`config.mk`:
```
export PLATFORM = sky130hd
export DESIGN_NAME = multicycle_controller
export DESIGN_NICKNAME = d
export VERILOG_FILES = /design/src/rtl/multicycle_controller.sv
export SDC_FILE = /design/constraint.sdc
export NUM_CORES = 1
export LEC_CHECK = 0
export ABC_AREA = 1
export ABC_CLOCK_PERIOD_IN_PS = 1100
export BUFFER_PORTS_ARGS = -buffer_cell sky130_fd_sc_hd__buf_4
export CAP_MARGIN = 20
export CORE_MARGIN = 5
export CORE_UTILIZATION = 35
export DETAILED_ROUTE_END_ITERATION = 8
export PLACE_DENSITY = 0.65
export SYNTH_ARGS = -nofsm -noshare
export SYNTH_HDL_FRONTEND = slang
export SYNTH_SLANG_ARGS = --single-unit
```
`constraint.sdc`:
```
create_clock -name clk -period 1.1 [get_ports clk]
set_clock_uncertainty 0.1 [all_clocks]
set_input_delay 0.055 -clock clk [delete_from_list [all_inputs] [get_ports clk]]
set_output_delay 0.055 -clock clk [all_outputs]
set_load 0.005 [all_outputs]
```
`src/rtl/multicycle_controller.sv`:
```
// ---------------------------------------------------------------------------
// multicycle_controller
//
// Control unit for the shared 32-bit multicycle ARM datapath. Contains the
// main sequencing FSM, the ALU decoder, the stored NZCV flag register and the
// condition-code evaluator. Every datapath enable and mux select comes from
// here.
//
// Instructions: LDR/STR (immediate offset), ADD/SUB/AND/ORR/CMP (register or
// immediate operand) and B.
//
// Ports
//   clk, rst     rising-edge clock, asynchronous active-high reset
//   Cond         instruction[31:28]
//   Op           instruction[27:26]
//   Funct        instruction[25:20]
//   Rd           instruction[15:12]
//   ALUFlags     {N,Z,C,V} produced by the ALU in the current cycle
//   PCWrite      PC register enable
//   AdrSrc       memory address select: 0=PC, 1=ALUOut
//   MemWrite     data memory write enable
//   IRWrite      instruction register enable
//   ResultSrc    result mux: 00=ALUOut, 01=ReadData, 10=ALU result
//   ALUControl   00=ADD, 01=SUB, 10=AND, 11=ORR
//   ALUSrcA      0=RD1, 1=PC
//   ALUSrcB      00=RD2, 01=ImmExt, 10=constant 4
//   ImmSrc       immediate extender format (equals Op)
//   RegWrite     register file write enable
//   RegSrc       bit0 selects R15 as A1 (branch), bit1 selects Rd as A2 (store)
//   Flags        stored {N,Z,C,V}
//
// All outputs are combinational from state, Op, Funct, Rd and the registered
// condition result; none depends combinationally on ALUFlags.
// ---------------------------------------------------------------------------
module multicycle_controller #(
  parameter int FLAG_W  = 4,
  parameter int STATE_W = 4
) (
  input  logic              clk,
  input  logic              rst,
  input  logic [3:0]        Cond,
  input  logic [1:0]        Op,
  input  logic [5:0]        Funct,
  input  logic [3:0]        Rd,
  input  logic [FLAG_W-1:0] ALUFlags,
  output logic              PCWrite,
  output logic              AdrSrc,
  output logic              MemWrite,
  output logic              IRWrite,
  output logic [1:0]        ResultSrc,
  output logic [1:0]        ALUControl,
  output logic              ALUSrcA,
  output logic [1:0]        ALUSrcB,
  output logic [1:0]        ImmSrc,
  output logic              RegWrite,
  output logic [1:0]        RegSrc,
  output logic [FLAG_W-1:0] Flags
);

  typedef enum logic [STATE_W-1:0] {
    FETCH  = 4'd0,
    DECODE = 4'd1,
    MEMADR = 4'd2,
    MEMRD  = 4'd3,
    MEMWB  = 4'd4,
    MEMWR  = 4'd5,
    EXECR  = 4'd6,
    EXECI  = 4'd7,
    ALUWB  = 4'd8,
    BRANCH = 4'd9
  } stateType;

  // Data-processing cmd field encodings (Funct[4:1]).
  localparam logic [3:0] CMD_AND = 4'b0000;
  localparam logic [3:0] CMD_SUB = 4'b0010;
  localparam logic [3:0] CMD_ADD = 4'b0100;
  localparam logic [3:0] CMD_CMP = 4'b1010;
  localparam logic [3:0] CMD_ORR = 4'b1100;

  stateType          state;
  stateType          nextState;
  logic              condEx;
  logic [FLAG_W-1:0] flagsReg;

  // ALU decoder results.
  logic [1:0] aluOp;
  logic       cmdSupported;
  logic       isCmp;
  logic       updatesCV;
  logic       execState;
  logic       setsFlags;

  // Unmasked enables; rst masks them below.
  logic pcWriteRaw;
  logic memWriteRaw;
  logic irWriteRaw;
  logic regWriteRaw;

  // -------------------------------------------------------------------------
  // ARM condition-code table over stored {N,Z,C,V}.
  // -------------------------------------------------------------------------
  function automatic logic condHolds(input logic [3:0] cond,
                                     input logic [FLAG_W-1:0] f);
    logic n, z, c, v;
    n = f[3];
    z = f[2];
    c = f[1];
    v = f[0];
    unique case (cond)
      4'b0000: condHolds = z;                 // EQ
      4'b0001: condHolds = ~z;                // NE
      4'b0010: condHolds = c;                 // CS
      4'b0011: condHolds = ~c;                // CC
      4'b0100: condHolds = n;                 // MI
      4'b0101: condHolds = ~n;                // PL
      4'b0110: condHolds = v;                 // VS
      4'b0111: condHolds = ~v;                // VC
      4'b1000: condHolds = c & ~z;            // HI
      4'b1001: condHolds = ~c | z;            // LS
      4'b1010: condHolds = (n == v);          // GE
      4'b1011: condHolds = (n != v);          // LT
      4'b1100: condHolds = ~z & (n == v);     // GT
      4'b1101: condHolds = z | (n != v);      // LE
      4'b1110: condHolds = 1'b1;              // AL
      default: condHolds = 1'b0;              // 1111: never executes
    endcase
  endfunction

  // -------------------------------------------------------------------------
  // ALU decoder
  // -------------------------------------------------------------------------
  always_comb begin
    // NOTE: every signal gets a default before the case so no path leaves a
    // value unassigned, which would otherwise infer a latch.
    aluOp        = 2'b00;
    cmdSupported = 1'b1;
    isCmp        = 1'b0;
    updatesCV    = 1'b0;
    unique case (Funct[4:1])
      CMD_ADD: begin aluOp = 2'b00; updatesCV = 1'b1; end
      CMD_SUB: begin aluOp = 2'b01; updatesCV = 1'b1; end
      CMD_AND: aluOp = 2'b10;
      CMD_ORR: aluOp = 2'b11;
      CMD_CMP: begin aluOp = 2'b01; updatesCV = 1'b1; isCmp = 1'b1; end
      default: cmdSupported = 1'b0;
    endcase
  end

  assign execState = (state == EXECR) || (state == EXECI);
  // S-bit or CMP, executed, and a command the ALU actually implements.
  assign setsFlags = execState && condEx && cmdSupported && (Funct[0] || isCmp);

  // -------------------------------------------------------------------------
  // State, condition and flag registers
  // -------------------------------------------------------------------------
  always_ff @(posedge clk or posedge rst) begin
    if (rst) begin
      state    <= FETCH;
      condEx   <= 1'b0;
      flagsReg <= '0;
    end else begin
      // NOTE: sequential state uses non-blocking assignments so every register
      // samples pre-edge values regardless of statement order.
      state <= nextState;
      // The condition is resolved once per instruction against the flags
      // that were stored before this instruction could touch them.
      if (state == DECODE)
        condEx <= condHolds(Cond, flagsReg);
      if (setsFlags) begin
        flagsReg[3:2] <= ALUFlags[3:2];
        // Logical ops leave carry and overflow untouched.
        if (updatesCV)
          flagsReg[1:0] <= ALUFlags[1:0];
      end
    end
  end

  // -------------------------------------------------------------------------
  // Next-state logic
  // -------------------------------------------------------------------------
  always_comb begin
    nextState = FETCH;
    unique case (state)
      FETCH:  nextState = DECODE;
      DECODE: begin
        unique case (Op)
          2'b01:   nextState = MEMADR;
          2'b00:   nextState = Funct[5] ? EXECI : EXECR;
          2'b10:   nextState = BRANCH;
          default: nextState = FETCH;        // undefined op: abandon
        endcase
      end
      MEMADR: nextState = Funct[0] ? MEMRD : MEMWR;
      MEMRD:  nextState = MEMWB;
      EXECR:  nextState = ALUWB;
      EXECI:  nextState = ALUWB;
      default: nextState = FETCH;            // MEMWB, MEMWR, ALUWB, BRANCH, illegal
    endcase
  end

  // -------------------------------------------------------------------------
  // Per-state outputs
  // -------------------------------------------------------------------------
  always_comb begin
    pcWriteRaw  = 1'b0;
    memWriteRaw = 1'b0;
    irWriteRaw  = 1'b0;
    regWriteRaw = 1'b0;
    AdrSrc      = 1'b0;
    ResultSrc   = 2'b00;
    ALUControl  = 2'b00;
    ALUSrcA     = 1'b0;
    ALUSrcB     = 2'b00;
    unique case (state)
      FETCH: begin
        irWriteRaw = 1'b1;
        pcWriteRaw = 1'b1;
        ALUSrcA    = 1'b1;
        ALUSrcB    = 2'b10;
        ResultSrc  = 2'b10;
      end
      DECODE: begin
        // Precompute PC+8 so R15 reads correctly during execute.
        ALUSrcA   = 1'b1;
        ALUSrcB   = 2'b10;
        ResultSrc = 2'b10;
      end
      MEMADR: ALUSrcB = 2'b01;
      MEMRD:  AdrSrc  = 1'b1;
      MEMWB: begin
        ResultSrc   = 2'b01;
        regWriteRaw = condEx;
        pcWriteRaw  = condEx && (Rd == 4'hF);
      end
      MEMWR: begin
        AdrSrc      = 1'b1;
        memWriteRaw = condEx;
      end
      EXECR: ALUControl = aluOp;
      EXECI: begin
        ALUSrcB    = 2'b01;
        ALUControl = aluOp;
      end
      ALUWB: begin
        regWriteRaw = condEx && !isCmp && cmdSupported;
        pcWriteRaw  = condEx && !isCmp && cmdSupported && (Rd == 4'hF);
      end
      BRANCH: begin
        ALUSrcB    = 2'b01;
        ResultSrc  = 2'b10;
        pcWriteRaw = condEx;
      end
      default: ;
    endcase
  end

  // State is already FETCH while rst is high, so only the enables need masking.
  assign PCWrite  = pcWriteRaw  & ~rst;
  assign MemWrite = memWriteRaw & ~rst;
  assign IRWrite  = irWriteRaw  & ~rst;
  assign RegWrite = regWriteRaw & ~rst;

  assign ImmSrc = Op;
  assign RegSrc = {(Op == 2'b01), (Op == 2'b10)};
  assign Flags  = flagsReg;

endmodule

```
==> metrics.txt, run 1 <==
H-tree levels=1; Post-Place Setup Slack=-0.221 ns; critical path depth=8; vias in the first global route=1229; clock slew at reported path FFs=0.07 ns; most frequent cells in the layout=buf_4, nand2_1, inv_1, nand3_1, nor2_1; ys flop type=dfrtp_1; CTS sink count=9; WP buf/inv=1; Slew headroom=0.796; via count=1309; max incr delay on CP=roughly 0.46 ns; Post-Syn Instances=157; sequential area share after synthesis=0.251; largest net degree at the start of global routing=10; worst path cell trace=nor2_4, nand3_2, nor3_1, nand2_1, nand2_1, nand2_1, nand2_1, buf_4; Slew @ Worst Pin=0.306 ns; CTS max path bufs=2; Total GRT Usage=0.188; Peak Freq=579 MHz; Worst Reg-to-Reg Cells=10; post-detail-place hpwl=2.22 mm; Req. time, crit path=0.94 ns; Switch Pwr=1480 uW; Syn Area/Cell=5.71 um^2; Fin. Hold Viols=0; Row Count=18; Hold/Removal Path Class=in -> reg; Post-synth EDFFs=0; r2r endpoint=Flags[3]; GRT Max-Usage Layer=met2; sequential cell area=229 um^2; io pins=42; area grow syn2layout=100%; Slew Viols, Final=0; IO Port Bufs=41; unrepaired setup endpoints after global routing=yes; CTS tree=done; most used cell, CP=nand2_1; minimum clock period=1.73 ns; Final period util=1.57; die area=0.00367 mm^2; Multi-input gate area=666 um^2; Seq pwr share=0.186; global placement routability congestion=0.871; post-DR vias/cell=4.78; clock group share of total power=0.082; Yosys cell types=23; Die W=slightly above 60 um; Worst VDD drop=1.92 mV; most common library cell in the layout ignoring fill and taps=buf_4; Pint=1940 uW; first-pass GRT wire length=5.26 mm; Final Cell Area=0.00179 mm^2; combinational power share=0.732; share of layout cells above drive strength 1=0.512; Worst setup SP type=register; Final setup viols=22; r2r startpoint=state[2]; Worst R2R Setup Slack=-0.51 ns; met3 Use GR=0.0532; WS Path Type=reg -> out; Wirelength per Cell=~12 um; Final WS setup=-0.626 ns; failing checks=setup timing; sw frac=0.434; critical path startpoint=state[0]; synthesized flop and latch total=9; Max-Cap Viols=0; CTS buffer count=3; CP arrival=1.57 ns; crit path capture=PCWrite; DP Area=0.00140 mm^2; remaining routing DRC violations=0; ys async rst share=1.00; fill count=180; Syn Nets=179; final-stage net count=267; Initial Utilization=0.365; initial antenna violation count=0; post-synthesis cell area=roughly 900 um^2; hold_sp=Funct[5]; crit end category=primary output; DR pass1 iterations=4; status=complete, but fails checks; largest fanout on the critical path=4; static leakage=0.000990 uW; routed wire length=3.40 mm; die height=between 60 and 70 um; CP max stage cell=dfrtp_2; CP delay by family, top=simple AND/OR/NAND/NOR gates; Iter 0 DRT Violations=90; total grt overflow=0; ANT nets after route=0; worst-skew pair later-pin latency=approximately 0.28 ns; Synthesis Warnings=0; n_diodes=0; Pwr Density=around 1900 mW/mm^2; M1 GR Usage=0.212; Root Buffer=clkbuf_4; M2 GR Usage=0.348; core box area=0.00245 mm^2
worst register-to-register path, stage by stage (launching register included):
cell	delay, ns
dfrtp_1	0.38
inv_2	0.08
nor2_4	0.14
buf_4	0.13
nand2_2	0.05
buf_4	0.13
nor2_4	0.12
o21ai_4	0.09
nor2_4	0.17
nand2_1	0.07
o21ai_1	0.06
final cells by class:
cell class | count | area share
inverter | 33 | 0.0705
timing repair buffer | 86 | 0.395
clock buffer | 4 | 0.0147
tap | 30 | 0.0209
multi-input combinational | 112 | 0.372
sequential | 9 | 0.128
power by group through the flow:
stage          logic, uW  clock network, uW  registers, uW
5_1_grt             2720                315            647
3_3_place_gp        1690                  0            568
6_report            2500                280            636
2_1_floorplan        722                  0            595
3_5_place_dp        1690                  0            581
4_1_cts             2010                273            592
state kept, by name (all words and copies together) (netlist names):
register	count
condEx	1
state	4
Flags	4
cell families (layout without fill, tap and decap cells):
kind of cell / after synthesis / after routing / share of synthesized area
buf+inv: 36 / 123 / 0.161
flops: 9 / 9 / 0.251
simple gates: 96 / 96 / 0.475
compound gates: 16 / 16 / 0.113
what timing repair did:
item / 4_1_cts / 5_1_grt
resized for setup: 21 / 29
setup endpoints to repair: 22 / 23
endpoints found under the hold margin: 16 / 0
buffers inserted: 5 / 9
pin swaps: 7 / 11
hold buffers: 8 / 0
layer usage:
| metal | up-vias | part of all wire |
|---|---|---|
| li1 | 658 | - |
| met1 | 605 | 0.38 |
| met2 | 40 | 0.53 |
| met3 | 6 | 0.072 |
| met4 | 0 | 0.013 |
| met5 | - | 0 |
Yosys cell counts (2+ instances only):
cell,number,share of area
a21oi_1,3,0.017
inv_1,28,0.12
buf_4,2,0.017
nor2_1,15,0.063
nand3_1,17,0.095
inv_2,5,0.021
nand2_1,50,0.21
o21ai_0,3,0.017
o21ai_1,4,0.022
dfrtp_1,9,0.25
nor2_4,2,0.025
nor2_2,4,0.028
nor3_1,4,0.022
o21ai_2,2,0.020
worst min path at each step:
| stage | end | slack (ns) | cells after the start |
|---|---|---|---|
| floorplan | Flags[0] | -0.20 | 1 |
| global placement | condEx | 0.003 | 3 |
| detailed placement | Flags[1] | 0.01 | 3 |
| CTS | state[0] | 0.01 | 3 |
| global route | state[0] | 0.05 | 3 |
| finish | state[0] | 0.03 | 3 |
stage by stage:
| stage | power (uW) | hold slack, ns | instances | utilization | TNS (ns) |
|---|---|---|---|---|---|
| finish | 3420 | 0.0252 | 274 | 0.730 | -8.28 |
| global route | 3680 | 0.0529 | 274 | 0.730 | -10.12 |
| CTS | 2880 | 0.0109 | 265 | 0.659 | -6.27 |
| detailed placement | 2270 | 0.0136 | 248 | 0.569 | -2.41 |
| global placement | 2260 | 0.00287 | 248 | 0.569 | -2.14 |
| floorplan | 1320 | -0.201 | 157 | - | -0.697 |
No activity file was read; power rests on OpenSTA's default activity.
==> run 2: changes to the inputs <==
- CORE_MARGIN: 5 -> 10
==> metrics.txt, run 2 (synthesis results as in run 1) <==
status=complete, but fails checks; failing checks=setup timing; CTS sink count=9; vias in the first global route=1241; ANT nets after route=0; global placement routability congestion=slightly below 0.9; routed wire length=approximately 3 mm; Initial Utilization=0.365; minimum clock period=1.59 ns; CTS tree=done; unrepaired setup endpoints after global routing=yes; largest net degree at the start of global routing=10; total grt overflow=0; initial antenna violation count=0; Iter 0 DRT Violations=35; Total GRT Usage=0.112; M1 GR Usage=0.113; core box area=0.00245 mm^2; met3 Use GR=0.0363; GRT Max-Usage Layer=met2; Req. time, crit path=0.94 ns; combinational power share=0.696; remaining routing DRC violations=0; die height=70.6 um; Final period util=1.44; Row Count=18; Peak Freq=630 MHz; WS Path Type=reg -> out; largest fanout on the critical path=3; IO Port Bufs=41; critical path startpoint=state[1]; CTS max path bufs=2; fill count=212; area grow syn2layout=80.2%; final-stage net count=about 260; via count=1251; Fin. Hold Viols=0; Root Buffer=clkbuf_4; Pwr Total=2750 uW; sw frac=0.416; CTS buffer count=3; Max-Cap Viols=0; worst-skew pair later-pin latency=approximately 0.26 ns; n_diodes=0; Wirelength per Cell=11.5 um; static leakage=0.000910 uW; hold_sp=Funct[5]; Hold/Removal Path Class=in -> reg; Switch Pwr=1140 uW; Final setup viols=21; Pint=1610 uW; post-DR vias/cell=4.76; Final WS setup=-0.487 ns; Hold WS=0.0243 ns; io pins=42; r2r startpoint=state[2]; clock group share of total power=0.093; share of layout cells above drive strength 1=0.425; Slew @ Worst Pin=0.321 ns; DR pass1 iterations=4; crit end category=primary output; first-pass GRT wire length=slightly below 5 mm; Die W=70.6 um; H-tree levels=1; clock slew at reported path FFs=0.06 ns; Slew headroom=0.785; Pwr Density=approximately 1700 mW/mm^2; DP Area=0.00138 mm^2; post-detail-place hpwl=2.43 mm; CP arrival=1.43 ns; most frequent cells in the layout=buf_4, nand2_1, inv_1, nand3_1, nor2_1; die area=0.00498 mm^2; Worst setup SP type=register; Final Cell Area=0.00161 mm^2; most common library cell in the layout ignoring fill and taps=buf_4; Worst VDD drop=between 1 and 1.5 mV; Slew Viols, Final=0; Seq pwr share=0.211; M2 GR Usage=0.215
run 2: timing repair:
| item | CTS | global route |
|---|---|---|
| gates resized for setup | 11 | 11 |
| endpoints found under the setup margin | 22 | 23 |
| hold buffers | 8 | 0 |
| pin swaps | 4 | 5 |
| setup buffers | 2 | 3 |
| endpoints found under the hold margin | 16 | 0 |
run 2: critical path, cell delays in order, from the launching register on:
cell	delay, ns
dfrtp_1	0.41
nor2_2	0.15
nand3_2	0.12
nand2_2	0.07
nand4_1	0.09
o31ai_2	0.08
nand2_1	0.09
nand2_1	0.06
buf_4	0.10
run 2: cell type report:
class                   count  area (um^2)  area share
clock buffers               4         26.3      0.0163
inverters                  33          124      0.0767
repair buffers             75          613       0.380
well taps                  30         37.5      0.0233
flip-flops and latches      9          225       0.140
multi-input cells         112          588       0.364
run 2: worst paths after layout:
| kind | slack [ns] | cells after the start | end |
|---|---|---|---|
| min in group asynchronous | 0.21 | 3 | Flags[1] |
| min reg2reg | 0.53 | 3 | condEx |
| max | -0.49 | 8 | PCWrite |
| max reg2reg | -0.21 | 8 | Flags[0] |
| min | 0.02 | 3 | state[0] |
| max in group asynchronous | 0.36 | 4 | Flags[3] |
run 2: power by group through the flow:
stage                     Sequential [uW]  Clock, uW  Combinational (uW)
after CTS                             571        263                1800
after detailed placement              566          0                1690
after global placement                560          0                1680
final                                 580        257                1910
after global routing                  595        281                2110
after floorplan                       595          0                 722
run 2: routing by layer:
layer / vias to the layer above / part of all wire
met5: - / 0
met4: 0 / 0.0043
met3: 2 / 0.074
met2: 43 / 0.53
met1: 569 / 0.39
li1: 637 / -
run 2: metrics by stage:
stage                     utilization  std cells  setup WS (ns)  setup TNS (ns)
final                           0.657        263         -0.487           -5.90
after global routing            0.657        263         -0.567           -7.61
after CTS                       0.631        260         -0.463           -5.93
after detailed placement        0.563        246         -0.218           -2.51
after global placement          0.563        246         -0.190           -2.15
after floorplan                     -        157         -0.106          -0.697
